[config.mk]
export PLATFORM = sky130hd
export DESIGN_NAME = demux_1to4_tdm
export DESIGN_NICKNAME = d
export VERILOG_FILES = /design/src/rtl/demux_1to4_tdm.sv
export SDC_FILE = /design/constraint.sdc
export NUM_CORES = 1
export LEC_CHECK = 0
export CORE_MARGIN = 1.5
export CORE_UTILIZATION = 30
export DETAILED_ROUTE_END_ITERATION = 8
export MAX_ROUTING_LAYER = met4
export SLEW_MARGIN = 20
export SYNTH_ARGS = -nofsm -noshare
export SYNTH_HDL_FRONTEND = slang
export SYNTH_SLANG_ARGS = --single-unit
[constraint.sdc]
create_clock -name CLK -period 1.5 [get_ports CLK]
set_input_delay 0.3 -clock CLK [delete_from_list [all_inputs] [get_ports CLK]]
set_output_delay 0.3 -clock CLK [all_outputs]
set_load 0.01 [all_outputs]
[src/rtl/demux_1to4_tdm.sv]
// 1-to-4 TDM demultiplexer: hunts for the frame marker, then deals serial
// bits into four channel registers that refresh together once per frame.
//
// state  | meaning
// HUNT   | waiting for a Sync-qualified sample to mark slot A
// LOCKED | framing acquired; slot counter tracks A,B,C,D
module demux_1to4_tdm #(
   parameter bit SYNC_STRICT = 1'b0
) (
   input  logic CLK,
   input  logic RST,
   input  logic Mux_in,
   input  logic Sync,
   input  logic Enable,
   output logic A_out,
   output logic B_out,
   output logic C_out,
   output logic D_out,
   output logic S1,
   output logic S0,
   output logic Frame_valid,
   output logic Locked,
   output logic Sync_err
);

   typedef enum logic {
      HUNT   = 1'b0,
      LOCKED = 1'b1
   } state_t;

   state_t     state, state_nxt;
   logic [1:0] slot, slot_nxt;
   // shadow[2] = A, shadow[1] = B, shadow[0] = C; D never needs storing
   logic [2:0] shadow, shadow_nxt;
   logic [3:0] frame, frame_nxt;
   logic       frame_valid_nxt;
   logic       sync_err_nxt;

   always_ff @(posedge CLK) begin
      if (RST) begin
         state       <= HUNT;
         slot        <= 2'd0;
         shadow      <= 3'd0;
         frame       <= 4'd0;
         Frame_valid <= 1'b0;
         Sync_err    <= 1'b0;
      end else begin
         state       <= state_nxt;
         slot        <= slot_nxt;
         shadow      <= shadow_nxt;
         frame       <= frame_nxt;
         Frame_valid <= frame_valid_nxt;
         Sync_err    <= sync_err_nxt;
      end
   end

   always_comb begin
      state_nxt       = state;
      slot_nxt        = slot;
      shadow_nxt      = shadow;
      frame_nxt       = frame;
      frame_valid_nxt = 1'b0;
      sync_err_nxt    = Sync_err;
      if (Enable) begin
         case (state)
            HUNT: begin
               if (Sync) begin
                  shadow_nxt[2] = Mux_in;
                  slot_nxt      = 2'd1;
                  state_nxt     = LOCKED;
               end
            end
            LOCKED: begin
               if (Sync && (slot != 2'd0)) begin
                  // early marker: drop the partial frame and restart at B
                  sync_err_nxt  = 1'b1;
                  shadow_nxt[2] = Mux_in;
                  slot_nxt      = 2'd1;
               end else if (!Sync && (slot == 2'd0) && SYNC_STRICT) begin
                  sync_err_nxt = 1'b1;
                  slot_nxt     = 2'd0;
                  state_nxt    = HUNT;
               end else begin
                  case (slot)
                     2'd0: shadow_nxt[2] = Mux_in;
                     2'd1: shadow_nxt[1] = Mux_in;
                     2'd2: shadow_nxt[0] = Mux_in;
                     default: begin
                        frame_nxt       = {shadow, Mux_in};
                        frame_valid_nxt = 1'b1;
                     end
                  endcase
                  slot_nxt = slot + 2'd1;
               end
            end
            default: begin
               state_nxt = HUNT;
               slot_nxt  = 2'd0;
            end
         endcase
      end
   end

   assign {A_out, B_out, C_out, D_out} = frame;
   assign {S1, S0}                     = slot;
   assign Locked                       = (state == LOCKED);

endmodule
==> flow_metrics.env <==
export IMPL_p_per_area_nw_per_um2=870
export IMPL_finalCoreUtilization=0.437
export IMPL_yosys_warn_count=0
export IMPL_rsz0062_at_grt="no"
export IMPL_cp_data_required_time_ns=1.20
export IMPL_finalHoldViolCount=0
export IMPL_rows=15
export IMPL_cts_root_buf="sky130_fd_sc_hd__clkbuf_4"
export IMPL_synth_seq_cells=12
export IMPL_postCtsHoldBufs=0
export IMPL_post_cts_setup_buffer_count=0
export IMPL_critical_path_slowest_cell="sky130_fd_sc_hd__clkdlybuf4s50_1"
export IMPL_worst_slew_pin_transition_ns=0.323
export IMPL_tritoncts_clock_tree="done"
export IMPL_postSynthNetCount=64
export IMPL_dieWidth_um=46.2
export IMPL_post_route_drc_count=0
export IMPL_drive_gt1_frac=0.178
export IMPL_detail_route_first_pass_iterations=2
export IMPL_clk_insertion_delay_late_ns=0.28
export IMPL_cts_inserted_buffers=3
export IMPL_path_delay_family="buffers and inverters"
export IMPL_clk_pin_slew_worst_paths_ns=0.07
export IMPL_fill_cells=167
export IMPL_grt_total_usage=0.115
export IMPL_outcome="completed"
export IMPL_antenna_diode_count=0
export IMPL_cp_arrival_ns=1.15
export IMPL_rrSetupSlack_ns=0.11
export IMPL_die_area_um2=2140
export IMPL_leakagePower_uw=0.000351
export IMPL_drt_initial_drc_count=6
export IMPL_path_depth=1
export IMPL_wl_um=990
export IMPL_core_area_um2=1750
export IMPL_cts_path_max_buffers=2
export IMPL_grt_first_pass_wirelength_um=1530
export IMPL_clock_sinks=12
export IMPL_ioPinCount=14
export IMPL_timing_critical_path_slowest_cell_delay_ns=0.54
export IMPL_fin_skew_ns=0.00232
export IMPL_setup_total_negative_slack_ns=0
export IMPL_r2r_start="slot[1]"
export IMPL_via_count=418
export IMPL_place_hpwl_um=734
export IMPL_reg2regPathDepth=5
export IMPL_synthesis_area_um2=561
export IMPL_clock_tree_htree_level_count=1
export IMPL_layout_cells_most_common="sky130_fd_sc_hd__dfxtp_1"
export IMPL_final_period_minus_worst_setup_slack_ns=1.45
export IMPL_worst_case_headroom_to_the_max_slew_limit=0.782
export IMPL_cap_viol_max_count=0
export IMPL_drt_antenna_violating_nets=0
export IMPL_start_util=0.321
export IMPL_type_of_destination_of_the_critical_path="primary output"
export IMPL_place_gp_congestion=0.787
export IMPL_maxClockFrequency_mhz=689
export IMPL_wl_per_cell_um=10.1
export IMPL_grt_start_max_net_pins=13
export IMPL_worstSetupStartpointType="flip-flop"
export IMPL_synth_sequential_area_ratio=0.429
export IMPL_synth_top_cell_area_share=0.429
export IMPL_mostFrequentLayoutCells="11 x sky130_fd_sc_hd__dfxtp_1, 9 x sky130_fd_sc_hd__nand2b_1, 9 x sky130_fd_sc_hd__clkdlybuf4s50_1"
export IMPL_synthDistinctLibCells=19
export IMPL_post_synth_cell_area_avg_um2=10.2
export IMPL_post_synth_main_area_contributors="sky130_fd_sc_hd__dfxtp_1 43%, sky130_fd_sc_hd__mux2i_1 13%, sky130_fd_sc_hd__nand2b_1 10%"
export IMPL_worst_path_max_fanout=2
export IMPL_number_of_max_slew_violations_in_the_final_report=0
export IMPL_final_min_period_over_clock_period=0.967
export IMPL_timing_rr_end="slot[0]"
export IMPL_criticalPathCategory="reg2out"
export IMPL_synthesis_instances=55
export IMPL_dieHeight_um=46.2
export IMPL_cp_cell_sequence="clkdlybuf4s50_1"
export IMPL_first_global_vias=356
export IMPL_grt_antenna_before_repair=0
export IMPL_flow_area_growth_from_synthesis_pct=35.9
export IMPL_nets=83
export IMPL_setup_violations=0
export IMPL_worstSetupStartpoint="Sync_err"
export IMPL_crit_end="Sync_err"
export IMPL_grt_overflow=0
export IMPL_cp_buffers_inverters=1
export IMPL_timing_hold_worst_class="reg2reg"
export IMPL_irDropWorstVdd_mv=0.523
export IMPL_synth_area_leader_cell="sky130_fd_sc_hd__dfxtp_1"
export IMPL_drt_vias_per_instance=4.27
export IMPL_place_port_buffers=13
registers in the layout (all words and copies together) (netlist names):
| name | cells |
|---|---|
| slot | 2 |
| Frame_valid | 1 |
| shadow | 3 |
| Sync_err | 1 |
| Locked | 1 |
| frame | 4 |
metrics by stage:
| step | total power [µW] | cell area [µm²] | instances | worst slack [ns] | hold slack (ns) |
|---|---|---|---|---|---|
| final | 663 | 762 | 98 | 0.0489 | 0.476 |
| after global routing | 689 | 762 | 98 | 0.0125 | 0.498 |
| after CTS | 673 | 759 | 98 | 0.0312 | 0.478 |
| after detailed placement | 412 | 726 | 94 | 0.0460 | 0.463 |
| after global placement | 412 | 726 | 94 | 0.0632 | 0.469 |
| after floorplan | 376 | 561 | 55 | 0.0750 | 0.441 |
worst register-to-register path: stages, from the launching register on:
cell                       delay (ns)
sky130_fd_sc_hd__dfxtp_2         0.37
sky130_fd_sc_hd__inv_1           0.07
sky130_fd_sc_hd__ha_1            0.22
sky130_fd_sc_hd__nand2b_1        0.24
sky130_fd_sc_hd__and3_2          0.24
sky130_fd_sc_hd__a211oi_2        0.17
layout make-up:
type                    instances  area (µm²)  area share
clock buffers                   4        36.3      0.0476
inverters                       3        11.3      0.0148
multi-input cells              37         283       0.371
flip-flops and latches         12         241       0.317
well taps                      25        31.3      0.0411
repair buffers                 17         159       0.209
synth_stat cells:
cell,n
sky130_fd_sc_hd__and2_4,1
sky130_fd_sc_hd__dfxtp_1,12
sky130_fd_sc_hd__o21ai_0,1
sky130_fd_sc_hd__nand2_1,1
sky130_fd_sc_hd__inv_1,3
sky130_fd_sc_hd__a21o_1,1
sky130_fd_sc_hd__a31oi_1,1
sky130_fd_sc_hd__buf_6,2
sky130_fd_sc_hd__nand2b_1,9
sky130_fd_sc_hd__mux2i_1,7
sky130_fd_sc_hd__and3_4,1
sky130_fd_sc_hd__nor2_1,4
sky130_fd_sc_hd__a211oi_2,1
sky130_fd_sc_hd__clkbuf_1,1
sky130_fd_sc_hd__nand3_1,3
sky130_fd_sc_hd__a32oi_1,1
sky130_fd_sc_hd__a21oi_1,1
sky130_fd_sc_hd__ha_1,4
sky130_fd_sc_hd__and3_2,1
routing by layer:
layer / vias up / share of wire / routed length, µm / track usage
met3: 5 / 0.040 / 40 / 0.0353
met1: 184 / 0.49 / 483 / 0.137
li1: 220 / - / - / -
met2: 9 / 0.42 / 417 / 0.142
met5: - / 0 / 0 / -
met4: 0 / 0.049 / 49 / 0.120
what timing repair did:
action / CTS / global route
resized for setup: 4 / 1
hold endpoints to repair: 0 / 0
endpoints found under the setup margin: 3 / 1
where the power goes:
part / internal (µW) / leakage, µW / total (µW) / switching, µW
Sequential: 325 / 0.0000978 / 329 / 4.15
Combinational: 38.7 / 0.000232 / 71.3 / 32.7
Clock: 148 / 0.0000210 / 262 / 114
worst min-delay path by stage:
stage	startpoint	end	slack [ns]	depth (start not counted)
2_1_floorplan	Enable	Locked	0.44	2
3_3_place_gp	frame[3]	frame[3]	0.47	2
3_5_place_dp	Sync_err	Sync_err	0.46	2
4_1_cts	frame[2]	frame[2]	0.48	2
5_1_grt	frame[2]	frame[2]	0.50	2
6_report	Sync_err	Sync_err	0.48	2
cells by family after synthesis:
family,after synthesis,share of synthesized area
flops,12,0.429
compound gates,6,0.0804
simple gates,20,0.210
buf+inv,6,0.0670
mux,7,0.125
fa+ha+maj,4,0.0893
(Power assumes the default switching activity.)
